$ cat config.mk
export PLATFORM = sky130hd
export DESIGN_NAME = cnt_cmd_sequencer_flat
export DESIGN_NICKNAME = d
export VERILOG_FILES = /design/src/rtl/cnt_cmd_sequencer_if.sv /design/src/rtl/cnt_cmd_sequencer.sv /design/src/flat_wrapper.sv
export SDC_FILE = /design/constraint.sdc
export NUM_CORES = 1
export LEC_CHECK = 0
export CAP_MARGIN = 30
export CORE_UTILIZATION = 45
export DETAILED_ROUTE_END_ITERATION = 8
export PLACE_DENSITY_LB_ADDON = 0.1
export SLEW_MARGIN = 20
export SYNTH_ARGS = -nofsm -noshare
export SYNTH_HDL_FRONTEND = slang
export SYNTH_SLANG_ARGS = --single-unit
$ cat constraint.sdc
create_clock -name clk -period 3.55 [get_ports clk]
set_clock_uncertainty 0.2 [all_clocks]
set_input_delay 0.8875 -clock clk [delete_from_list [all_inputs] [get_ports clk]]
set_output_delay 0.8875 -clock clk [all_outputs]
set_load 0.005 [all_outputs]
$ cat src/rtl/cnt_cmd_sequencer_if.sv
// Command handshake between the stimulus source and cnt_cmd_sequencer.
//   cmd_valid  command present on cmd_op/cmd_arg
//   cmd_ready  sequencer can accept (command FIFO not full)
//   cmd_op     00 HOLD, 01 LOAD, 10 UP, 11 DOWN
//   cmd_arg    LOAD: load value; others: cycle count
interface cnt_cmd_sequencer_if #(
    parameter int DATA_W = 8
);
    logic              cmd_valid;
    logic              cmd_ready;
    logic [1:0]        cmd_op;
    logic [DATA_W-1:0] cmd_arg;

    modport master (
        output cmd_valid,
        output cmd_op,
        output cmd_arg,
        input  cmd_ready
    );

    modport slave (
        input  cmd_valid,
        input  cmd_op,
        input  cmd_arg,
        output cmd_ready
    );
endinterface

$ cat src/rtl/cnt_cmd_sequencer.sv
// Command sequencer for the 8-bit up/down counter. Queues LOAD/UP/DOWN/HOLD
// commands in a small FIFO and drives the counter control pins, while
// keeping a shadow copy of the counter value for downstream checking.
//
// Ports:
//   clk        clock, all logic on posedge
//   rst        asynchronous active-high reset
//   cmd        command handshake (slave side)
//   ld_cnt_    counter load strobe, active-low
//   count_enb  counter enable
//   updn_cnt   1 = count up, 0 = count down
//   data_in    counter load data
//   exp_count  predicted counter value after each posedge
//   busy       a command is executing
//   done       final execution cycle of the current command
//
// state   | meaning
// --------+---------------------------------------------------
// ST_IDLE | no command executing, waiting for FIFO non-empty
// ST_LOAD | single-cycle load strobe
// ST_RUN  | UP/DOWN/HOLD for n cycles (n = 0 is a one-cycle no-op)
module cnt_cmd_sequencer #(
    parameter int DATA_W = 8,
    parameter int DEPTH  = 4
) (
    input  logic              clk,
    input  logic              rst,
    cnt_cmd_sequencer_if.slave cmd,
    output logic              ld_cnt_,
    output logic              count_enb,
    output logic              updn_cnt,
    output logic [DATA_W-1:0] data_in,
    output logic [DATA_W-1:0] exp_count,
    output logic              busy,
    output logic              done
);
    localparam int AW = $clog2(DEPTH);
    localparam logic [AW:0] OCC_FULL = (AW+1)'(DEPTH);

    localparam logic [1:0] OP_HOLD = 2'b00;
    localparam logic [1:0] OP_LOAD = 2'b01;
    localparam logic [1:0] OP_UP   = 2'b10;
    localparam logic [1:0] OP_DOWN = 2'b11;

    typedef enum logic [1:0] {ST_IDLE, ST_LOAD, ST_RUN} state_t;

    state_t            state;
    logic [DATA_W-1:0] rem;

    logic [1:0]        fifo_op  [DEPTH];
    logic [DATA_W-1:0] fifo_arg [DEPTH];
    logic [AW-1:0]     wr_ptr;
    logic [AW-1:0]     rd_ptr;
    logic [AW:0]       occ;

    logic              full;
    logic              empty;
    logic              push;
    logic              pop;
    logic [1:0]        head_op;
    logic [DATA_W-1:0] head_arg;

    // Ready depends only on occupancy: a pop in the same cycle does not
    // open a slot for a push while full.
    assign full          = (occ == OCC_FULL);
    assign empty         = (occ == '0);
    assign cmd.cmd_ready = !full;
    assign push          = cmd.cmd_valid && !full;
    // done only ever asserts outside IDLE, so it marks the final cycle of
    // the running command; popping there gives zero-bubble chaining.
    assign pop           = !empty && ((state == ST_IDLE) || done);
    assign head_op       = fifo_op[rd_ptr];
    assign head_arg      = fifo_arg[rd_ptr];

    always_ff @(posedge clk) begin
        if (push) begin
            fifo_op[wr_ptr]  <= cmd.cmd_op;
            fifo_arg[wr_ptr] <= cmd.cmd_arg;
        end
    end

    always_ff @(posedge clk or posedge rst) begin
        if (rst) begin
            wr_ptr <= '0;
            rd_ptr <= '0;
            occ    <= '0;
        end else begin
            if (push) wr_ptr <= wr_ptr + 1'b1;
            if (pop)  rd_ptr <= rd_ptr + 1'b1;
            if (push && !pop)      occ <= occ + 1'b1;
            else if (pop && !push) occ <= occ - 1'b1;
        end
    end

    always_ff @(posedge clk or posedge rst) begin
        if (rst) begin
            state     <= ST_IDLE;
            rem       <= '0;
            ld_cnt_   <= 1'b1;
            count_enb <= 1'b0;
            updn_cnt  <= 1'b1;
            data_in   <= '0;
            busy      <= 1'b0;
            done      <= 1'b0;
        end else if (pop) begin
            busy <= 1'b1;
            if (head_op == OP_LOAD) begin
                state     <= ST_LOAD;
                ld_cnt_   <= 1'b0;
                data_in   <= head_arg;
                count_enb <= 1'b0;
                done      <= 1'b1;
            end else begin
                state   <= ST_RUN;
                ld_cnt_ <= 1'b1;
                rem     <= head_arg - 1'b1;
                if (head_arg == '0) begin
                    count_enb <= 1'b0;
                    done      <= 1'b1;
                end else begin
                    count_enb <= (head_op != OP_HOLD);
                    if (head_op == OP_UP)   updn_cnt <= 1'b1;
                    if (head_op == OP_DOWN) updn_cnt <= 1'b0;
                    done <= (head_arg == DATA_W'(1));
                end
            end
        end else if ((state != ST_IDLE) && done) begin
            // updn_cnt and data_in deliberately keep their last values
            state     <= ST_IDLE;
            busy      <= 1'b0;
            ld_cnt_   <= 1'b1;
            count_enb <= 1'b0;
            done      <= 1'b0;
        end else if (state == ST_RUN) begin
            rem  <= rem - 1'b1;
            done <= (rem == DATA_W'(1));
        end
    end

    // Mirrors the counter: samples the same registered pins at the same edge.
    always_ff @(posedge clk or posedge rst) begin
        if (rst) begin
            exp_count <= '0;
        end else if (!ld_cnt_) begin
            exp_count <= data_in;
        end else if (count_enb && updn_cnt) begin
            exp_count <= exp_count + 1'b1;
        end else if (count_enb) begin
            exp_count <= exp_count - 1'b1;
        end
    end
endmodule

$ cat src/flat_wrapper.sv
// flat-port wrapper written by rule: the top's interface ports become plain ports
module cnt_cmd_sequencer_flat 
#(
    parameter int DATA_W = 8,
    parameter int DEPTH  = 4
)
  (clk, rst, ld_cnt_, count_enb, updn_cnt, data_in, exp_count, busy, done, cmd_cmd_valid, cmd_cmd_op, cmd_cmd_arg, cmd_cmd_ready);
  cnt_cmd_sequencer_if #(.DATA_W(DATA_W)) cmd_i ();
  input  logic clk;
  input  logic rst;
  output logic ld_cnt_;
  output logic count_enb;
  output logic updn_cnt;
  output logic [DATA_W-1:0] data_in;
  output logic [DATA_W-1:0] exp_count;
  output logic busy;
  output logic done;
  input wire logic [$bits(cmd_i.cmd_valid)-1:0] cmd_cmd_valid;
  input wire logic [$bits(cmd_i.cmd_op)-1:0] cmd_cmd_op;
  input wire logic [$bits(cmd_i.cmd_arg)-1:0] cmd_cmd_arg;
  output wire logic [$bits(cmd_i.cmd_ready)-1:0] cmd_cmd_ready;
  assign cmd_i.cmd_valid = cmd_cmd_valid;
  assign cmd_i.cmd_op = cmd_cmd_op;
  assign cmd_i.cmd_arg = cmd_cmd_arg;
  assign cmd_cmd_ready = cmd_i.cmd_ready;
  cnt_cmd_sequencer #(.DATA_W(DATA_W), .DEPTH(DEPTH)) u_core (.clk(clk), .rst(rst), .cmd(cmd_i), .ld_cnt_(ld_cnt_), .count_enb(count_enb), .updn_cnt(updn_cnt), .data_in(data_in), .exp_count(exp_count), .busy(busy), .done(done));
endmodule
==> impl_metrics.json, run 1 <==
{
  "gr-total-overflow": 0,
  "cts_tree": "done",
  "startpoint_type": "register",
  "hold_viol_final": 0,
  "tns_ps": 0,
  "max_slew_margin": 0.579,
  "fill_cells": 735,
  "cts_resized": 0,
  "grt_use_met2": 0.280,
  "clkLatencyLatePin_ps": 350,
  "post_cts_buffers": 0,
  "period_share": 0.775,
  "io_pins": 35,
  "synth_seq_cells": 78,
  "min_to": "u_core.busy",
  "cts_root_buf": "clkbuf_8",
  "min-delay-start": "u_core.busy",
  "synthArstFlopShare": 0.487,
  "final_common_cell": "edfxtp_1",
  "powerDensity_nw_per_um2": 940,
  "drive_gt1_frac": 0.104,
  "core_area_sq_um": 8180,
  "finalMaxSlewViolations": 0,
  "r2r_start": "u_core.rd_ptr[0]",
  "cp_data_arrival_time_ps": 2780,
  "antenna_found_initial": 0,
  "critPathKind": "register to register",
  "numCtsBuffers": 9,
  "end_kind": "register",
  "finalSetupViolations": 0,
  "antenna_cells": 0,
  "rsz0062_at_grt": "no",
  "drc": 0,
  "grt_use_met1": 0.244,
  "use_met3": 0.0445,
  "synth_seq_area_share": 0.568,
  "worst_pin_slew_ps": 626,
  "globalplace.congestion": 0.814,
  "drt_first_pass_iters": 4,
  "die_area_sq_um": 8800,
  "layout_common_cells": "edfxtp_1 (40), dfrtp_1 (36), clkdlybuf4s50_1 (34)",
  "die_w_um": 93.8,
  "min_period_ps": 2750,
  "r2r_slack_ps": 800,
  "fin_util": 0.542,
  "initial_core_util": 0.464,
  "r2r_cells": 7,
  "peakVddDrop_mv": 0.355,
  "layout.nets": 372,
  "placed_cells_incl_taps": 434,
  "drt-total-wl_um": 6870,
  "max_freq_ghz": 0.363,
  "fin_cells": 450,
  "hold_depth": 2,
  "wl_per_cell_um": 15.3,
  "r2r_end": "u_core.rem[7]",
  "dp_hpwl_um": 4930,
  "netlist_area_sq_um": 3790,
  "area.growth.synth_to_final_pct": 16.9,
  "synth-edff-count": 40,
  "grt_pass1_wl_um": 11700,
  "clk_path_buf_depth": 2,
  "die_h_um": 93.8,
  "htreeDepth": 3,
  "num_rows": 33,
  "portBuffers": 34,
  "status": "finished, final reports clean",
  "clkSlewWorstSetupHoldPaths_ps": 80,
  "cts_hold_buf": 0,
  "dr_total_vias": 2358,
  "synth-main-ff-cell": "edfxtp_1",
  "vias_per_cell": 5.24,
  "busiest_layer": "met2",
  "ys_warn_count": 0,
  "ant_nets": 0,
  "leakagePower_nw": 1.77,
  "cp_max_fo": 8,
  "grt_pass1_vias": 2299,
  "drv_cap": 0,
  "crit_required_ps": 3580,
  "syn_inst": 299,
  "grt_usage": 0.177,
  "syn_nets": 331,
  "ys_types": 53,
  "hp-class": "register to register",
  "synth.avg_cell_area_sq_um": 12.7,
  "grt_max_degree": 39,
  "clock-sinks": 78,
  "drt-initial-drc-count": 96
}
-- worst max-delay path by stage --
stage,start,endpoint,slack [ps],depth (start not counted)
detailed placement,cmd_cmd_valid,u_core.occ[2],540,8
floorplan,u_core.occ[0],u_core.occ[2],860,10
finish,u_core.rd_ptr[0],u_core.rem[7],800,7
global route,u_core.rd_ptr[0],u_core.rem[7],630,7
CTS,u_core.rd_ptr[0],u_core.rem[7],770,7
global placement,cmd_cmd_valid,u_core.occ[2],610,8
-- synthesized netlist by cell type (2+ instances only) --
master	count	area [sq um]
mux2_2	3	33.8
nor4_1	2	12.5
o21bai_1	4	30.0
o21ai_0	11	55.1
dfstp_2	2	52.6
a21o_1	4	30.0
nor2b_1	2	12.5
o211ai_1	2	15.0
a31oi_1	3	18.8
clkbuf_1	4	15.0
and3_1	7	43.8
edfxtp_1	40	1200
mux2_1	5	56.3
xor2_1	5	43.8
mux4_2	4	90.1
dfrtp_1	36	901
and2_1	2	12.5
xnor2_1	12	105
nor3b_1	2	15.0
mux2i_1	4	40.0
mux4_1	6	158
a221o_1	2	20.0
nand2_1	25	93.8
fa_1	2	40.0
buf_2	3	15.0
nand3_1	6	30.0
nor2_1	23	86.3
ha_1	17	213
nor3_1	8	40.0
a21oi_1	15	75.1
inv_1	16	60.1
-- cells by family after synthesis --
logic type,count (synthesis),share of synthesized area
muxes,22,0.0996
buffers and inverters,25,0.0277
adders and majority gates,19,0.0666
AOI/OAI and AO/OA,50,0.0831
and+or+nand+nor,88,0.115
xor gates and xnor gates,17,0.0393
DFF,78,0.568
-- worst max-delay path: stages (launching register included) --
cell	delay, ps
dfrtp_1	610
buf_4	220
mux4_2	550
or3_4	370
nor2_2	110
nand3b_1	100
xnor2_1	140
a221o_1	340
-- final cells by class --
class	instances	area, sq um	share of cell area
inverters	16	60.1	0.0136
flip-flops and latches	78	2150	0.486
repair buffers	39	378	0.0853
clock buffers	9	124	0.0280
clock inverters	7	51.3	0.0116
multi-input cells	196	1530	0.346
well taps	105	131	0.0296
-- routing by layer --
layer / routed length [um] / vias up
met5: 0 / -
met4: 74 / 0
met3: 203 / 7
met2: 3230 / 38
met1: 3360 / 1146
li1: - / 1167
-- power by group --
part / leakage (nW) / internal [mW] / switching (mW)
Sequential: 0.817 / 1.29 / 0.274
Combinational: 0.864 / 1.01 / 1.00
Clock: 0.0852 / 0.255 / 0.336
Total: 1.77 / 2.55 / 1.61
-- through the flow --
stage	power [mW]	instance area [sq um]	hold WS (ps)	worst slack, ps
floorplan	2.98	3790	255	859
CTS	4.22	4430	288	766
global placement	3.59	4260	266	614
detailed placement	3.63	4260	268	537
finish	4.16	4430	290	797
global route	4.54	4430	320	626
-- sequential cells by signal, summed over array words and instances (netlist names), 2 cells and up --
register          flops
u_core.exp_count      8
u_core.state          2
u_core.data_in        8
u_core.fifo_arg      32
u_core.fifo_op        8
u_core.wr_ptr         2
u_core.rd_ptr         2
u_core.rem            8
u_core.occ            3
No activity file was read; power rests on OpenSTA's default activity.
==> run 2, diff against run 1 <==
- clock period: 3.55 -> 2.64 ns (I/O delays scaled with it)
==> run 2 against run 1 <==
- worst setup slack lost 680 ps
- wire length grew 5.1%
- non-clock buffer count grew 16
- die area is the same
- critical path type unchanged
==> impl_metrics.json, run 2 (synthesized netlist as in run 1, its figures left out) <==
{
  "worst_pin_slew_ps": 502,
  "cp_max_fo": 6,
  "drt-initial-drc-count": 88,
  "drive_gt1_frac": 0.152,
  "startpoint_type": "register",
  "dp_hpwl_um": 5240,
  "max_slew_margin": 0.665,
  "drv_cap": 0,
  "largest_reg_flops": 32,
  "antenna_cells": 0,
  "vias_per_cell": 5.22,
  "drt_first_pass_iters": 4,
  "layout_common_cells": "edfxtp_1 (40), dfrtp_1 (35), clkdlybuf4s50_1 (34)",
  "htreeDepth": 3,
  "layout.nets": 388,
  "antenna_found_initial": 0,
  "r2r_slack_ps": 110,
  "crit_path_cell_trace": "mux4_1 > or3_4 > nor2_2 > nand3b_1 > xnor2_1 > a221o_1",
  "power_mw": 5.92,
  "crit_required_ps": 2670,
  "die_w_um": 93.8,
  "post_cts_buffers": 0,
  "grt_usage": 0.182,
  "top_register": "u_core.fifo_arg",
  "io_pins": 35,
  "clkLatencyLatePin_ps": 350,
  "pre_cts_slack_ps": 26.0,
  "grt_pass1_vias": 2353,
  "peakVddDrop_mv": 0.517,
  "hold_viol_final": 0,
  "fin_util": 0.562,
  "core_area_sq_um": 8180,
  "grt_max_degree": 39,
  "drt-total-wl_um": 7220,
  "powerDensity_nw_per_um2": 1290,
  "status": "finished, final reports clean",
  "cts_hold_buf": 0,
  "initial_core_util": 0.464,
  "final_common_cell": "edfxtp_1",
  "num_rows": 33,
  "leakagePower_nw": 1.86,
  "gr-total-overflow": 0,
  "rsz0062_at_grt": "no",
  "numCtsBuffers": 9,
  "die_area_sq_um": 8800,
  "clkSlewWorstSetupHoldPaths_ps": 90,
  "critPathKind": "register to register",
  "critPathTopFamily": "simple AND/OR/NAND/NOR gates",
  "wl_per_cell_um": 15.5,
  "timing.final.ws_setup_ps": 113,
  "end_kind": "register",
  "die_h_um": 93.8,
  "hp-class": "register to register",
  "critPathSlowestCell": "mux4_1",
  "globalplace.congestion": 0.826,
  "min_period_ps": 2530,
  "finalSetupViolations": 0,
  "finalMaxSlewViolations": 0,
  "portBuffers": 34,
  "cp_data_arrival_time_ps": 2560,
  "min-delay-start": "u_core.busy",
  "crit_start": "u_core.rd_ptr[0]",
  "dr_total_vias": 2431,
  "grt_pass1_wl_um": 11900,
  "period_share": 0.957,
  "clock-sinks": 78,
  "cts_resized": 0,
  "clk_path_buf_depth": 2,
  "cts_tree": "done",
  "cp.buffers_inverters": 0,
  "slowest_delay_ps": 610,
  "cts_root_buf": "clkbuf_8",
  "tns_ps": 0,
  "r2r_start": "u_core.rd_ptr[0]",
  "max_freq_ghz": 0.396,
  "drc": 0,
  "ant_nets": 0,
  "area.growth.synth_to_final_pct": 21.1
}
run 2: cell count changes in the layout (fill, tap and decap cells not counted), sizes merged:
cell,change
buf,+16
bufinv,+1
clkinv,-5
clkinvlp,-1
inv,+5
run 2: report_power, final:
part           switching, mW  leakage [nW]  internal [mW]
sequential             0.330         0.816           1.73
clock                  0.488         0.105          0.460
combinational           1.43         0.943           1.49
total                   2.24          1.86           3.68
run 2: final timing paths:
| check | endpoint | cells after the start |
|---|---|---|
| max | u_core.rem[7] | 6 |
| min | u_core.busy | 2 |
| max reg2reg | u_core.rem[7] | 6 |
| min reg2reg | u_core.busy | 2 |
| max in group asynchronous | u_core.rd_ptr[0] | 3 |
| min in group asynchronous | u_core.exp_count[5] | 3 |
run 2: per-layer routing:
| metal | part of all wire | global-route usage |
|---|---|---|
| met1 | 0.48 | 0.253 |
| met3 | 0.028 | 0.0291 |
| met5 | 0 | 0 |
| met4 | 0.011 | 0.0731 |
| met2 | 0.48 | 0.286 |
run 2: per-stage QoR:
stage	cells	hold WS (ps)	area, sq um
after floorplan	299	255	3790
after global placement	450	267	4380
after detailed placement	450	270	4380
after CTS	466	288	4590
after global routing	466	315	4590
final	466	290	4590
run 2: worst register-to-register path, stage by stage, from the launching register on:
cell	delay [ps]
dfrtp_2	460
mux4_1	610
or3_4	430
nor2_2	110
nand3b_1	110
xnor2_1	150
a221o_1	340
run 2: final cells by class:
cell class,count,area (sq um)
clock inverter,7,86.3
fill,701,3580
multi-input combinational,196,1540
clock buffer,9,124
inverter,16,60.1
sequential,78,2160
tap,105,131
timing repair buffer,55,498
